## config.mk

```make
export PLATFORM = sky130hd
export DESIGN_NAME = simplebus_host_arbiter
export DESIGN_NICKNAME = d
export VERILOG_FILES = /design/src/rtl/simplebus_host_arbiter.sv
export SDC_FILE = /design/constraint.sdc
export NUM_CORES = 1
export LEC_CHECK = 0
export ABC_AREA = 1
export CORE_ASPECT_RATIO = 0.9
export CORE_UTILIZATION = 54
export CTS_BUF_LIST = sky130_fd_sc_hd__clkbuf_16
export CTS_CLUSTER_DIAMETER = 200
export DETAILED_ROUTE_END_ITERATION = 7
export HOLD_SLACK_MARGIN = 0.02
export PLACE_DENSITY = 0.86
export SLEW_MARGIN = 0
export SYNTH_ARGS = -nofsm -noshare
export SYNTH_HDL_FRONTEND = slang
export SYNTH_SLANG_ARGS = --single-unit
```

## constraint.sdc

```tcl
create_clock -name clk -period 18.2 [get_ports clk]
set_clock_uncertainty 0.1 [all_clocks]
set_input_delay 1.82 -clock clk [delete_from_list [all_inputs] [get_ports clk]]
set_output_delay 1.82 -clock clk [all_outputs]
set_load 0.05 [all_outputs]
```

## src/rtl/simplebus_host_arbiter.sv

```systemverilog
// -----------------------------------------------------------------------------
// simplebus_host_arbiter
//
// Host-side controller for the byte-serial simplebus. Two internal requesters
// are arbitrated round-robin; the granted transaction is serialised onto the
// 8-bit odd-parity bus (command, address, select, data, LSB first), the device
// ack is awaited, read data is collected and a single-cycle response is
// returned to the requester that owns the transaction.
//
// Ports:
//   clk          system clock, bus bytes launched/sampled on rising edge
//   rst          asynchronous active-high reset
//   req_valid    per-requester request valid (bit n = requester n)
//   req_we       per-requester write enable (1 = write, 0 = read)
//   req_addr     per-requester byte address, requester n at [32n+31:32n]
//   req_sel      per-requester byte select, requester n at [8n+7:8n]
//   req_wdata    per-requester write data, requester n at [64n+63:64n]
//   req_ready    accept pulse to the granted requester (same cycle as grant)
//   rsp_valid    one-cycle response pulse to the owning requester
//   rsp_rdata    read data, valid with rsp_valid
//   rsp_err      error flag, valid with rsp_valid
//   busy         high while a transaction is in flight, through the response
//   bus_out      byte to device, 0x00 when idle
//   bus_pty_out  odd parity of bus_out
//   bus_in       byte from device
//   bus_pty_in   odd parity of bus_in as driven by the device
// -----------------------------------------------------------------------------
module simplebus_host_arbiter #(
  parameter int unsigned TIMEOUT_CYCLES = 256
) (
  input  logic          clk,
  input  logic          rst,
  input  logic [1:0]    req_valid,
  input  logic [1:0]    req_we,
  input  logic [63:0]   req_addr,
  input  logic [15:0]   req_sel,
  input  logic [127:0]  req_wdata,
  output logic [1:0]    req_ready,
  output logic [1:0]    rsp_valid,
  output logic [63:0]   rsp_rdata,
  output logic          rsp_err,
  output logic          busy,
  output logic [7:0]    bus_out,
  output logic          bus_pty_out,
  input  logic [7:0]    bus_in,
  input  logic          bus_pty_in
);

  localparam logic [7:0]  OP_READ      = 8'h02;
  localparam logic [7:0]  OP_WRITE     = 8'h03;
  localparam logic [7:0]  OP_READ_ACK  = 8'h82;
  localparam logic [7:0]  OP_WRITE_ACK = 8'h83;
  localparam logic [3:0]  WR_BYTES     = 4'd14;
  localparam logic [3:0]  RD_BYTES     = 4'd5;
  // The idle sample that would make the wait count reach TIMEOUT_CYCLES
  // ends the wait with an error.
  localparam logic [15:0] TMO_LAST     = 16'(TIMEOUT_CYCLES - 32'd1);

  typedef enum logic [2:0] {
    ST_IDLE     = 3'd0,
    ST_SEND     = 3'd1,
    ST_WAIT_ACK = 3'd2,
    ST_RECV     = 3'd3,
    ST_RESP     = 3'd4
  } state_t;

  function automatic logic odd_parity(input logic [7:0] b);
    return ~^b;
  endfunction

  state_t       state_q, state_d;
  logic         last_q, last_d;
  logic         owner_q, owner_d;
  logic         we_q, we_d;
  logic [31:0]  addr_q, addr_d;
  logic [7:0]   sel_q, sel_d;
  logic [63:0]  wdata_q, wdata_d;
  logic [63:0]  rdata_q, rdata_d;
  logic [3:0]   byte_cnt_q, byte_cnt_d;
  logic [15:0]  tmo_cnt_q, tmo_cnt_d;
  logic         err_q, err_d;
  logic [1:0]   rsp_valid_q, rsp_valid_d;
  logic [63:0]  rsp_rdata_q, rsp_rdata_d;
  logic         rsp_err_q, rsp_err_d;
  logic         busy_q, busy_d;
  logic [7:0]   bus_out_q, bus_out_d;
  logic         bus_pty_q, bus_pty_d;

  logic         gnt_s;
  logic [1:0]   req_ready_s;
  logic [7:0]   send_byte_s;
  logic         pty_ok_s;

  assign pty_ok_s = (bus_pty_in == odd_parity(bus_in));

  // Round-robin pick: on a tie the requester that did not win last time.
  always_comb begin
    gnt_s = 1'b0;
    case (req_valid)
      2'b01:   gnt_s = 1'b0;
      2'b10:   gnt_s = 1'b1;
      2'b11:   gnt_s = ~last_q;
      default: gnt_s = 1'b0;
    endcase
  end

  // Byte to launch next during SEND; index 0 (the opcode) is loaded at grant.
  always_comb begin
    send_byte_s = 8'h00;
    case (byte_cnt_q)
      4'd1:    send_byte_s = addr_q[7:0];
      4'd2:    send_byte_s = addr_q[15:8];
      4'd3:    send_byte_s = addr_q[23:16];
      4'd4:    send_byte_s = addr_q[31:24];
      4'd5:    send_byte_s = sel_q;
      4'd6:    send_byte_s = wdata_q[7:0];
      4'd7:    send_byte_s = wdata_q[15:8];
      4'd8:    send_byte_s = wdata_q[23:16];
      4'd9:    send_byte_s = wdata_q[31:24];
      4'd10:   send_byte_s = wdata_q[39:32];
      4'd11:   send_byte_s = wdata_q[47:40];
      4'd12:   send_byte_s = wdata_q[55:48];
      4'd13:   send_byte_s = wdata_q[63:56];
      default: send_byte_s = 8'h00;
    endcase
  end

  // Next-state and output logic of the transaction FSM.
  always_comb begin
    state_d     = state_q;
    last_d      = last_q;
    owner_d     = owner_q;
    we_d        = we_q;
    addr_d      = addr_q;
    sel_d       = sel_q;
    wdata_d     = wdata_q;
    rdata_d     = rdata_q;
    byte_cnt_d  = byte_cnt_q;
    tmo_cnt_d   = tmo_cnt_q;
    err_d       = err_q;
    busy_d      = busy_q;
    bus_out_d   = 8'h00;
    req_ready_s = 2'b00;
    rsp_valid_d = 2'b00;
    rsp_rdata_d = 64'h0;
    rsp_err_d   = 1'b0;

    case (state_q)
      ST_IDLE: begin
        // req_ready is combinational; keep it quiet while reset is held.
        if ((|req_valid) && !rst) begin
          req_ready_s = gnt_s ? 2'b10 : 2'b01;
          owner_d     = gnt_s;
          last_d      = gnt_s;
          we_d        = req_we[gnt_s];
          addr_d      = gnt_s ? req_addr[63:32]   : req_addr[31:0];
          sel_d       = gnt_s ? req_sel[15:8]     : req_sel[7:0];
          wdata_d     = gnt_s ? req_wdata[127:64] : req_wdata[63:0];
          rdata_d     = 64'h0;
          err_d       = 1'b0;
          byte_cnt_d  = 4'd1;
          busy_d      = 1'b1;
          bus_out_d   = req_we[gnt_s] ? OP_WRITE : OP_READ;
          state_d     = ST_SEND;
        end else begin
          state_d = ST_IDLE;
        end
      end

      ST_SEND: begin
        if (byte_cnt_q == (we_q ? WR_BYTES : RD_BYTES)) begin
          bus_out_d = 8'h00;
          tmo_cnt_d = 16'd0;
          state_d   = ST_WAIT_ACK;
        end else begin
          bus_out_d  = send_byte_s;
          byte_cnt_d = byte_cnt_q + 4'd1;
        end
      end

      ST_WAIT_ACK: begin
        if (!pty_ok_s) begin
          err_d   = 1'b1;
          state_d = ST_RESP;
        end else if (bus_in == 8'h00) begin
          if (tmo_cnt_q == TMO_LAST) begin
            err_d   = 1'b1;
            state_d = ST_RESP;
          end else begin
            tmo_cnt_d = tmo_cnt_q + 16'd1;
          end
        end else if (bus_in == (we_q ? OP_WRITE_ACK : OP_READ_ACK)) begin
          if (we_q) begin
            err_d   = 1'b0;
            state_d = ST_RESP;
          end else begin
            byte_cnt_d = 4'd0;
            state_d    = ST_RECV;
          end
        end else begin
          err_d   = 1'b1;
          state_d = ST_RESP;
        end
      end

      ST_RECV: begin
        // Bytes arrive LSB first, so shift in from the top.
        rdata_d = {bus_in, rdata_q[63:8]};
        if (!pty_ok_s) begin
          err_d = 1'b1;
        end else begin
          err_d = err_q;
        end
        if (byte_cnt_q == 4'd7) begin
          state_d = ST_RESP;
        end else begin
          byte_cnt_d = byte_cnt_q + 4'd1;
        end
      end

      ST_RESP: begin
        busy_d  = 1'b0;
        state_d = ST_IDLE;
      end

      default: begin
        busy_d  = 1'b0;
        state_d = ST_IDLE;
      end
    endcase

    // Load the registered response on the cycle that enters RESP.
    if ((state_d == ST_RESP) && (state_q != ST_RESP)) begin
      rsp_valid_d = owner_q ? 2'b10 : 2'b01;
      rsp_err_d   = err_d;
      rsp_rdata_d = rdata_d;
    end else begin
      rsp_valid_d = 2'b00;
    end

    bus_pty_d = odd_parity(bus_out_d);
  end

  // State and output registers; reset aborts any transaction in flight.
  always_ff @(posedge clk or posedge rst) begin
    if (rst) begin
      state_q     <= ST_IDLE;
      last_q      <= 1'b1;
      owner_q     <= 1'b0;
      we_q        <= 1'b0;
      addr_q      <= 32'h0;
      sel_q       <= 8'h00;
      wdata_q     <= 64'h0;
      rdata_q     <= 64'h0;
      byte_cnt_q  <= 4'd0;
      tmo_cnt_q   <= 16'd0;
      err_q       <= 1'b0;
      rsp_valid_q <= 2'b00;
      rsp_rdata_q <= 64'h0;
      rsp_err_q   <= 1'b0;
      busy_q      <= 1'b0;
      bus_out_q   <= 8'h00;
      bus_pty_q   <= 1'b1;
    end else begin
      state_q     <= state_d;
      last_q      <= last_d;
      owner_q     <= owner_d;
      we_q        <= we_d;
      addr_q      <= addr_d;
      sel_q       <= sel_d;
      wdata_q     <= wdata_d;
      rdata_q     <= rdata_d;
      byte_cnt_q  <= byte_cnt_d;
      tmo_cnt_q   <= tmo_cnt_d;
      err_q       <= err_d;
      rsp_valid_q <= rsp_valid_d;
      rsp_rdata_q <= rsp_rdata_d;
      rsp_err_q   <= rsp_err_d;
      busy_q      <= busy_d;
      bus_out_q   <= bus_out_d;
      bus_pty_q   <= bus_pty_d;
    end
  end

  assign req_ready   = req_ready_s;
  assign rsp_valid   = rsp_valid_q;
  assign rsp_rdata   = rsp_rdata_q;
  assign rsp_err     = rsp_err_q;
  assign busy        = busy_q;
  assign bus_out     = bus_out_q;
  assign bus_pty_out = bus_pty_q;

endmodule
```

Word-level counts from Yosys, hierarchy flattened --
Cells that the tools add are included.
Operators by class: bitwise gates (word level) 2, reductions and logical operators 15, muxes and demuxes 54, equality and inequality tests 34, order comparisons 1, add/subtract/negate cells 2
Operators with widths (number):
- 64-bit 2-to-1 mux | 3
- 64-bit case mux with 2 select lines | 1
- 8-bit case mux with 13 select lines | 1
- 16-bit 2-to-1 mux | 4
- 32-bit 2-to-1 mux | 1
- 4-bit 2-to-1 mux | 8
- 16-bit case mux with 2 select lines | 1
- 4-bit equality test (second input constant) | 6
- 3-bit 2-to-1 mux | 7
- 2-bit != test (second input constant) | 10
- 16-bit by 1-bit adder with 16-bit output (second input constant) | 1
- 16-bit by 8-bit equality test with 1-bit output (second input constant) | 1
- 4-bit by 3-bit equality test with 1-bit output (second input constant) | 4
- 8-bit 2-to-1 mux | 2
- 4-bit case mux with 4 select lines | 1
- 8-bit case mux with 2 select lines | 1
- 8-bit XNOR reduction | 2
- 1-bit 2-to-1 mux | 14
- 2-bit 2-to-1 mux | 6
- 3-bit case mux with 4 select lines | 1
- 4-bit by 2-bit equality test with 1-bit output (second input constant) | 2
- 8-bit equality test | 1
- 8-bit logical NOT | 1
- 8-bit AND reduction | 1
- other kinds (22) | 28
Storage, ports and cells: logic and storage cells 125, bits in registers 272, bits of input ports 223, output and inout port bits 79

Depth between registers and ports, before layout --
depth after elaboration 9, gate-level depth with buffers 19

Least setup slack after synthesis --
Ideal clock, no wire load.
kind input-to-output, start input rst, end output req_ready[0], path slack 6.954 ns, arrival 9.326 ns, required time 16.280 ns, buffers on the path 1, stages 6, cells stage by stage inv_1 o21ai_1 nor2_2 nand2_1 inv_2 clkbuf_1
On the way: longest elaborated chain between the ends 4
Ends and longest elaborated chain:
- from (decl) | line 32 | input logic rst,
- 1-bit logical NOT (no line)
- 1-bit logical AND | line 151 | if ((|req_valid) && !rst) begin
- 2-bit 2-to-1 mux | line 151
- 2-bit 2-to-1 mux | line 148 | case (state_q)
- to (decl) | line 38 | output logic [1:0] req_ready,
No other way between the ends.

Final worst setup path --
start input rst, end output req_ready[1]
The elaborated chain is that of the path after synthesis.

==> flow_summary.ini <==
[synthesis]
syn-instance-count = 1572
synthFlopType = dfrtp_1
synth_edf_count = 0
syn_nets = 1805
ys_types = 37
synth_top_area_cell = dfrtp_1
synth_seq_area_share = 0.537
synth_most_common_cell = nand2_1
syn_area_um2 = 12700
avgSynthCellArea_um2 = 8.07
yosysWarnings = 0
synth-seq-cells = 272
synth_top_area_frac = 0.532
async_flop_share = 1.00
synthTopCellsByCount = nand2_1, dfrtp_1, inv_1
synthTopCellsByArea = dfrtp_1, nand2_1, nand3_1

[sta]
max_freq_mhz = 138
drv_slew = 0
finalHoldViolCount = 0
tightest_slew_ns = 1.20
fin_crit_ns = 7.24
timing.final.crit_share = 0.398
whs_ns = 0.395
setup_viol = 0
fin_setup_tns_ns = 0
rsz0062_at_grt = false
worst_slack_ns = 10.96
slew_headroom = 0.197

[routing]
avgViaCountPerCell = 5.47
routed_wirelength_um = 38500
drtIter0Drc = 1106
drcViolationCount = 0
drt-pass1-iter-count = 5
ant_nets = 0
num_vias = 11800
post_drt_wl_per_cell_um = 17.9

[clock_tree]
cts-resized-gates = 0
cts_hold_buffers = 0
cts_tree = yes
h-tree-depth = 1
cts_buffer_depth = 3
clkTransAtPathRegs_ns = 0.06
cts_made_buffers = 27
cts.sinks = 272
cts_setup_buffers = 0
cts-root-buf = clkbuf_16
clk_latency_ns = 0.55

[placement]
pre_cts_ws_ns = 10.97
portBuffers = 301
gp_routability_congestion = 0.945
hpwlAfterDp_um = 26700

[grt]
grt.total_usage = 0.320
grt_pass1_wl_um = 59700
grt_max_degree = 113
gr-total-overflow = 0
grt_pass1_vias = 11400
antenna_found_initial = 5

[layout]
multiInputGateArea_um2 = 4660
nets = 2064
seqCellArea_um2 = 6810
num-fill-cells = 1616
syn_to_final_growth_pct = 32.4
drive_above_1_share = 0.0502

[floorplanning]
die_area_um2 = 24100
initial_core_util = 0.557
num_io_pins = 302
die_h_um = 147
die_w_um = 164
placementRows = 52
core_area_um2 = 22800

[setup_path]
worst-endpoint-required_ns = 16.28
r2r_end = rsp_rdata[48]$_DFF_PP0_
regToRegSetupSlack_ns = 14.51
worstSetupPathType = primary input to output port
critPathCaptureType = output port
r2r_start = state_q[2]$_DFF_PP0_
startpoint_type = primary input
path_max_fanout = 112
rr_worst_depth = 10
crit_arrival_ns = 5.32

[worst_hold_path]
min_to = rsp_valid[1]$_DFF_PP0_
hp-start = owner_q$_DFFE_PP0P_
hold_path_class = register to register
hold_depth = 2

[run_status]
outcome = complete, no violations

[job]
maxCapViolations = 0

[power_and_ir_drop]
leakagePower_nw = 8.48
ir_drop_v = 0.0000873
power.density_nw_per_um2 = 141
-- routing by layer --
layer / wire length, um / up-vias / track usage
met5: 12 / - / 0
met4: 1660 / 2 / 0.133
met3: 3070 / 111 / 0.0746
met2: 17700 / 550 / 0.495
met1: 16000 / 5604 / 0.437
li1: - / 5505 / -
-- layout make-up --
| type | instances | share of cell area |
|---|---|---|
| antenna | 4 | 0.000596 |
| tap | 297 | 0.0221 |
| timing repair buffer | 310 | 0.183 |
| sequential | 272 | 0.405 |
| multi-input combinational | 1001 | 0.277 |
| clock buffer | 27 | 0.0402 |
| clock inverter | 23 | 0.0215 |
| inverter | 219 | 0.0495 |
-- stage by stage --
step	area [um2]	std cells	utilization	power [W]
floorplan	12700	1572	-	0.00145
detailed placement	15800	2099	0.692	0.00170
global route	16800	2153	0.738	0.00249
global placement	15800	2099	0.692	0.00167
finish	16800	2153	0.738	0.00237
CTS	16800	2149	0.737	0.00236
-- flip-flops by register name, summed over array words and instances, names as in the netlist --
register and cells:
state_q 3, bus_pty_out 1, we_q 1, busy 1, last_q 1, sel_q 8, rdata_q 64, wdata_q 64
tmo_cnt_q 16, rsp_err 1, rsp_valid 2, rsp_rdata 64, err_q 1, byte_cnt_q 4, addr_q 32, bus_out 8
owner_q 1
-- report_power, final --
| group | switching (W) | internal (W) | leakage, nW |
|---|---|---|---|
| logic | 0.000549 | 0.000269 | 4.39 |
| clock network | 0.000247 | 0.000401 | 0.498 |
| registers | 0.000115 | 0.000794 | 3.59 |
-- kinds of logic after synthesis --
family                   share of synthesized area
XOR/XNOR                                   0.00690
buffers and inverters                       0.0974
adder cells (fa/ha/maj)                    0.00986
AND/OR/NAND/NOR                              0.287
AO/OA/AOI/OAI                               0.0612
multiplexers                              0.000887
flip-flops                                   0.537
-- worst max-delay path by stage --
| stage | startpoint | to | slack [ns] | depth (start not counted) |
|---|---|---|---|---|
| floorplan | rst | req_ready[0] | 6.95 | 6 |
| global placement | rst | req_ready[1] | 11.02 | 8 |
| detailed placement | rst | req_ready[1] | 10.97 | 8 |
| CTS | rst | req_ready[1] | 10.96 | 8 |
| global route | rst | req_ready[1] | 10.67 | 8 |
| finish | rst | req_ready[1] | 10.96 | 8 |
-- critical path: stages --
cell             delay [ns]
clkdlybuf4s50_1        0.49
inv_8                  0.55
o21ai_1                0.25
nor2_2                 0.15
buf_4                  0.29
clkinv_2               0.13
nor2_4                 0.59
clkdlybuf4s50_1        0.94
-- placed cells by master, fill, tap and decap left out, types with 3 or more instances in the layout --
master           synthesis  final
inv_2                   10      9
nand3_2                  4      5
buf_4                    8      9
diode_2                  0      4
nand4_1                 44     44
clkinv_1                 0      3
dfrtp_1                270    270
nor3_1                   7      7
clkdlybuf4s50_1          0    301
o211ai_1                19     19
ha_1                    10     10
nor2_2                   6      5
bufinv_16                0      9
o21ai_0                 19     19
nand2_2                  5      6
clkbuf_16                0     27
nand3_1                175    174
nor2_1                  86     86
inv_1                  209    209
o21ai_1                 12     12
a22oi_1                  8      8
clkinvlp_4               0      5
xor2_1                   8      8
nand2_1                518    517
clkinv_2                 0      5
a21oi_1                  8      8
o22ai_1                 57     57
nor2_4                   3      4
Note: power is estimated with default switching activity, not from simulation.
